==> src/rtl/apb_arb_pkg.sv <==
// Shared FSM state encoding and default sizing for the APB master arbiter.
package apb_arb_pkg;

    typedef enum logic [1:0] {
        ST_IDLE   = 2'd0,
        ST_SETUP  = 2'd1,
        ST_ACCESS = 2'd2
    } apb_state_e;

    localparam int DEF_NUM_REQ        = 4;
    localparam int DEF_AW             = 8;
    localparam int DEF_DW             = 8;
    localparam int DEF_TIMEOUT_CYCLES = 16;

endpackage

==> src/rtl/apb_rr_arbiter.sv <==
// Rotating-pointer picker: grants the first set request at or above ptr, wrapping at N.
module apb_rr_arbiter #(
    parameter int N  = 4,
    parameter int IW = $clog2(N)
) (
    input  logic [N-1:0]  req,
    input  logic [IW-1:0] ptr,
    output logic [N-1:0]  grant_oh,
    output logic [IW-1:0] grant_idx,
    output logic          any
);

    logic [IW:0] idx;

    // NOTE: every output gets a default before the loop, so no path can infer a latch.
    always_comb begin
        grant_oh  = '0;
        grant_idx = '0;
        any       = |req;
        idx       = '0;
        // Scan from the farthest offset down so the nearest request to ptr wins last.
        for (int k = N - 1; k >= 0; k--) begin
            idx = {1'b0, ptr} + (IW + 1)'(k);
            if (idx >= (IW + 1)'(N)) begin
                idx = idx - (IW + 1)'(N);
            end
            if (req[idx[IW-1:0]]) begin
                grant_oh                 = '0;
                grant_oh[idx[IW-1:0]]    = 1'b1;
                grant_idx                = idx[IW-1:0];
            end
        end
    end

endmodule

==> src/rtl/apb_master_arbiter.sv <==
// Round-robin APB master sharing one bus among NUM_REQ requesters.
// Define APB_ARB_TIMEOUT_EN to abandon ACCESS after TIMEOUT_CYCLES wait states.
module apb_master_arbiter
    import apb_arb_pkg::*;
#(
    parameter int NUM_REQ = DEF_NUM_REQ,
    parameter int AW      = DEF_AW,
    parameter int DW      = DEF_DW
`ifdef APB_ARB_TIMEOUT_EN
    ,
    parameter int TIMEOUT_CYCLES = DEF_TIMEOUT_CYCLES
`endif
) (
    input  logic                  pclk,
    input  logic                  prst,
    input  logic [NUM_REQ-1:0]    req_valid,
    output logic [NUM_REQ-1:0]    req_ready,
    input  logic [NUM_REQ-1:0]    req_write,
    input  logic [NUM_REQ*AW-1:0] req_addr,
    input  logic [NUM_REQ*DW-1:0] req_wdata,
    output logic [NUM_REQ-1:0]    rsp_valid,
    output logic [DW-1:0]         rsp_rdata,
    output logic                  rsp_err,
    output logic                  psel,
    output logic                  penable,
    output logic                  pwrite,
    output logic [AW-1:0]         paddr,
    output logic [DW-1:0]         pwdata,
    input  logic [DW-1:0]         prdata,
    input  logic                  pready,
    input  logic                  pslverr
);

    localparam int IW = $clog2(NUM_REQ);

    apb_state_e         state_q;
    logic [IW-1:0]      ptr_q, ptr_d, owner_q, grant_idx;
    logic [NUM_REQ-1:0] grant_oh, rsp_valid_q;
    logic               any_req, accept;
    logic               psel_q, penable_q, pwrite_q, rsp_err_q;
    logic [AW-1:0]      paddr_q, sel_addr;
    logic [DW-1:0]      pwdata_q, rsp_rdata_q, sel_wdata;
    logic               sel_write;
`ifdef APB_ARB_TIMEOUT_EN
    localparam int CW = $clog2(TIMEOUT_CYCLES + 1);
    logic [CW-1:0]      tmo_q;
`endif

    apb_rr_arbiter #(.N(NUM_REQ), .IW(IW)) u_arb (
        .req       (req_valid),
        .ptr       (ptr_q),
        .grant_oh  (grant_oh),
        .grant_idx (grant_idx),
        .any       (any_req)
    );

    always_comb begin
        sel_write = 1'b0;
        sel_addr  = '0;
        sel_wdata = '0;
        for (int i = 0; i < NUM_REQ; i++) begin
            if (grant_oh[i]) begin
                sel_write = req_write[i];
                sel_addr  = req_addr[i*AW +: AW];
                sel_wdata = req_wdata[i*DW +: DW];
            end
        end
    end

    // Arbitration is open in IDLE and in the completing ACCESS cycle; gated by prst so
    // req_ready reads as its reset value while reset is asserted.
    assign accept    = any_req && !prst &&
                       ((state_q == ST_IDLE) || ((state_q == ST_ACCESS) && pready));
    assign req_ready = accept ? grant_oh : '0;
    assign ptr_d     = (grant_idx == IW'(NUM_REQ - 1)) ? '0 : grant_idx + 1'b1;

    // NOTE: sequential state uses non-blocking assignments only; the later accept
    // block deliberately overrides what the case statement scheduled.
    always_ff @(posedge pclk or posedge prst) begin
        if (prst) begin
            state_q     <= ST_IDLE;
            ptr_q       <= '0;
            owner_q     <= '0;
            psel_q      <= 1'b0;
            penable_q   <= 1'b0;
            pwrite_q    <= 1'b0;
            paddr_q     <= '0;
            pwdata_q    <= '0;
            rsp_valid_q <= '0;
            rsp_rdata_q <= '0;
            rsp_err_q   <= 1'b0;
`ifdef APB_ARB_TIMEOUT_EN
            tmo_q       <= '0;
`endif
        end else begin
            rsp_valid_q <= '0;
            case (state_q)
                ST_IDLE: begin
                    psel_q    <= 1'b0;
                    penable_q <= 1'b0;
                end
                ST_SETUP: begin
                    penable_q <= 1'b1;
                    state_q   <= ST_ACCESS;
`ifdef APB_ARB_TIMEOUT_EN
                    tmo_q     <= '0;
`endif
                end
                ST_ACCESS: begin
                    if (pready) begin
                        rsp_valid_q <= NUM_REQ'(1) << owner_q;
                        rsp_rdata_q <= pwrite_q ? '0 : prdata;
                        rsp_err_q   <= pslverr;
                        psel_q      <= 1'b0;
                        penable_q   <= 1'b0;
                        state_q     <= ST_IDLE;
                    end
`ifdef APB_ARB_TIMEOUT_EN
                    else if (tmo_q == CW'(TIMEOUT_CYCLES - 1)) begin
                        rsp_valid_q <= NUM_REQ'(1) << owner_q;
                        rsp_rdata_q <= '0;
                        rsp_err_q   <= 1'b1;
                        psel_q      <= 1'b0;
                        penable_q   <= 1'b0;
                        state_q     <= ST_IDLE;
                    end else begin
                        tmo_q <= tmo_q + 1'b1;
                    end
`endif
                end
                default: state_q <= ST_IDLE;
            endcase

            if (accept) begin
                pwrite_q  <= sel_write;
                paddr_q   <= sel_addr;
                pwdata_q  <= sel_wdata;
                owner_q   <= grant_idx;
                ptr_q     <= ptr_d;
                psel_q    <= 1'b1;
                penable_q <= 1'b0;
                state_q   <= ST_SETUP;
            end
        end
    end

    assign psel      = psel_q;
    assign penable   = penable_q;
    assign pwrite    = pwrite_q;
    assign paddr     = paddr_q;
    assign pwdata    = pwdata_q;
    assign rsp_valid = rsp_valid_q;
    assign rsp_rdata = rsp_rdata_q;
    assign rsp_err   = rsp_err_q;

endmodule
==> config.mk <==
export PLATFORM = sky130hd
export DESIGN_NAME = apb_master_arbiter
export DESIGN_NICKNAME = d
export VERILOG_FILES = /design/src/rtl/apb_arb_pkg.sv /design/src/rtl/apb_rr_arbiter.sv /design/src/rtl/apb_master_arbiter.sv
export SDC_FILE = /design/constraint.sdc
export NUM_CORES = 1
export LEC_CHECK = 0
export ABC_CLOCK_PERIOD_IN_PS = 4590
export CAP_MARGIN = 20
export CORE_MARGIN = 2
export CORE_UTILIZATION = 41
export DETAILED_ROUTE_END_ITERATION = 6
export PLACE_DENSITY_LB_ADDON = 0.2
export SYNTH_ARGS = -nofsm -noshare
export SYNTH_HDL_FRONTEND = slang
export SYNTH_SLANG_ARGS = --single-unit
==> constraint.sdc <==
create_clock -name pclk -period 4.59 [get_ports pclk]
set_input_delay 0.6885 -clock pclk [delete_from_list [all_inputs] [get_ports pclk]]
set_output_delay 0.6885 -clock pclk [all_outputs]
set_load 0.005 [all_outputs]
==> impl_metrics.csv <==
group,metric,value,unit
timing,fin_ws,489,ps
yosys,synth_ff_type,"dfrtp_1",
clock_network,cts.clk_slew.worst_paths,80,ps
floorplanning,core_area,5890,µm²
global_routing,grt_pass1_vias,2363,
place,io_buffers,119,
detailed_routing,drt_iter0_markers,84,
yosys,yosysTopAreaCellShare,0.383,
worst_setup_path,path_cells,"inv_1, ha_1, mux4_2, or4b_4, a32oi_4, and2_1, clkdlybuf4s50_1",
clock_network,worstSkewPairLatency,290,ps
worst_setup_path,start_kind,"flop",
worst_setup_path,worstPathMaxFanout,10,
detailed_routing,vias,2445,
worst_setup_path,worstPathRequired,3900,ps
clock_network,post-cts-setup-buffers,0,
hold_path,hold_class,"reg -> reg",
timing,slew_headroom,0.564,
floorplanning,die_w,81.8,µm
global_routing,grt_max_degree,24,
clock_network,cts_resized,0,
yosys,synth_edf_count,0,
cells_and_area,drive_gt1_frac,0.101,
yosys,yosys_warnings,0,
hold_path,whs_path_depth,2,
worst_setup_path,crit_type,"reg -> out",
worst_setup_path,worstPathBufferInverterCount,2,
clock_network,cts_hold_buf,0,
pwr,cellLeakagePower,0.00156,µW
timing,rsz0062_at_grt,"no",
pwr,vdd_drop_max,345,µV
yosys,ys_seq_elements,38,
global_routing,overflow,0,
clock_network,clock-sinks,38,
cells_and_area,fin_nets,467,
yosys,yosysTopAreaCell,"dfrtp_1",
floorplanning,row_count,28,
worst_setup_path,r2r-end,"pwrite",
timing,worst_pin_slew,653,ps
clock_network,h-tree-depth,2,
place,place_ws,530,ps
yosys,synthTopCellsByArea,"dfrtp_1 38%, a221oi_2 6.1%, a2bb2oi_1 6.0%",
place,gp_congestion,0.862,
timing,final_hold_viol_count,0,
detailed_routing,detail_route.first_pass.iterations,4,
worst_setup_path,critPathTopFamily,"buffers and inverters",
yosys,ys_seq_area_frac,0.383,
run_status,status,"completed",
floorplanning,die_h,81.8,µm
timing,final.min_clock_period,4100,ps
worst_setup_path,end_kind,"output port",
cells_and_area,syn_to_final_growth,54.3,%
timing,fin_tns_setup,0,ps
worst_setup_path,timing.rr.start,"ptr_q[1]",
yosys,ys_types,43,
worst_setup_path,critPathCapture,"req_ready[1]",
place,placed_area,3730,µm²
timing,slew_violations,0,
timing,max_freq,244,MHz
yosys,syn_nets,354,
detailed_routing,drt_wl_total,7240,µm
detailed_routing,drc,0,
floorplanning,ioPinCount,120,
worst_setup_path,cpPeakStageDelay,550,ps
global_routing,grtUsageTotal,0.220,
place,hpwl,5380,µm
cells_and_area,final_area,3830,µm²
place,placed_cells,444,
timing,setup_violations,0,
yosys,synth_async_sr_flop_share,1.00,
clock_network,cts_root_buf,"clkbuf_8",
yosys,synthTopCellsByCount,"38 x dfrtp_1, 38 x nand2_1, 27 x nor2_1",
worst_setup_path,startpoint,"ptr_q[1]",
cells_and_area,final_cells,452,
worst_setup_path,cp.depth,7,
global_routing,grt_pass1_wl,11300,µm
worst_setup_path,worstPathArrival,3410,ps
floorplanning,die_area,6690,µm²
clock_network,cts_inserted_buffers,5,
pwr,pwr_density_cell,629,nW/µm²
detailed_routing,wl_per_cell,16.0,µm
floorplanning,start_util,0.421,
clock_network,cts_tree,"yes",
worst_setup_path,crit_slowest_cell,"dfrtp_1",
detailed_routing,route.antenna.remaining_nets,0,
timing,period_share,0.894,
yosys,syn-cell-area,2480,µm²
worst_setup_path,rr_worst_depth,9,
yosys,synthCells,263,
cells_and_area,antenna_cells,0,
clock_network,clockBufferDepth,2,
timing,finClkSkew,7.20,ps
run,drv_cap,0,
worst_setup_path,r2r_slack,1050,ps
global_routing,antenna_found_initial,0,
detailed_routing,routed_via_density,5.41,
yosys,avgSynthCellArea,9.43,µm²
per-stage QoR:
step	hold WS [ps]	total power (µW)	util
6_report	476	2410	0.650
5_1_grt	504	2610	0.650
4_1_cts	482	2430	0.650
3_5_place_dp	463	2180	0.634
3_3_place_gp	460	2140	0.634
2_1_floorplan	449	1620	-
power by group:
part	total, µW	leakage (µW)	internal (µW)	switching, µW
clock network	240	0.0000472	121	120
logic	1610	0.00103	808	801
registers	559	0.000483	471	87.8
total	2410	0.00156	1400	1010
logic make-up (layout without fill, tap and decap cells):
logic type | count (synthesis) | after routing | share of synthesized area
muxes | 10 | 10 | 0.0616
and+or+nand+nor | 89 | 89 | 0.162
xor gates and xnor gates | 1 | 1 | 0.00353
buffers and inverters | 34 | 148 | 0.0595
DFF | 38 | 38 | 0.383
AOI/OAI and AO/OA | 84 | 84 | 0.294
adders and majority gates | 7 | 7 | 0.0353
area by class of cell:
| class | count | area (µm²) |
|---|---|---|
| clock buffers | 6 | 82.6 |
| clock inverters | 2 | 12.5 |
| fillers | 478 | 2060 |
| inverters | 13 | 48.8 |
| multi-input cells | 191 | 1390 |
| flip-flops and latches | 38 | 951 |
| well taps | 75 | 93.8 |
| repair buffers | 127 | 1250 |
state kept, by name (all words and copies together), names as in the netlist:
signal,count
ptr_q,2
rsp_valid,4
penable,1
rsp_err,1
state_q,2
owner_q,2
rsp_rdata,8
pwrite,1
psel,1
pwdata,8
paddr,8
worst register-to-register path: cells and delay by family, from the launching register on:
family          cells  cell delay, ps
compound gates      4             880
fa+ha+maj           1             490
buf+inv             2             490
flops               1             550
mux                 1             470
simple gates        1             530
cells in the final DEF (no fill, tap or decap), types with 8 or more instances in the layout:
cell	count
buf_4	8
dfrtp_1	38
inv_1	13
nand2b_1	8
a221oi_2	10
clkdlybuf4s50_1	119
o31ai_1	17
nand2_1	38
a2bb2oi_1	17
o21ai_0	12
nor2_1	27
worst min path at each step:
| stage | slack [ps] | from | endpoint |
|---|---|---|---|
| after global placement | 460 | psel | psel |
| after global routing | 500 | psel | psel |
| final | 480 | psel | psel |
| after CTS | 480 | psel | psel |
| after floorplan | 450 | owner_q[0] | rsp_valid[2] |
| after detailed placement | 460 | psel | psel |
per-layer routing:
layer  vias to the layer above  track usage  wire length [µm]
li1                       1189            -                 -
met5                         -            0                 0
met3                         9       0.0495               448
met4                         0       0.0700               103
met2                        79        0.379              3760
met1                      1168        0.272              2930
(Power assumes the default switching activity.)
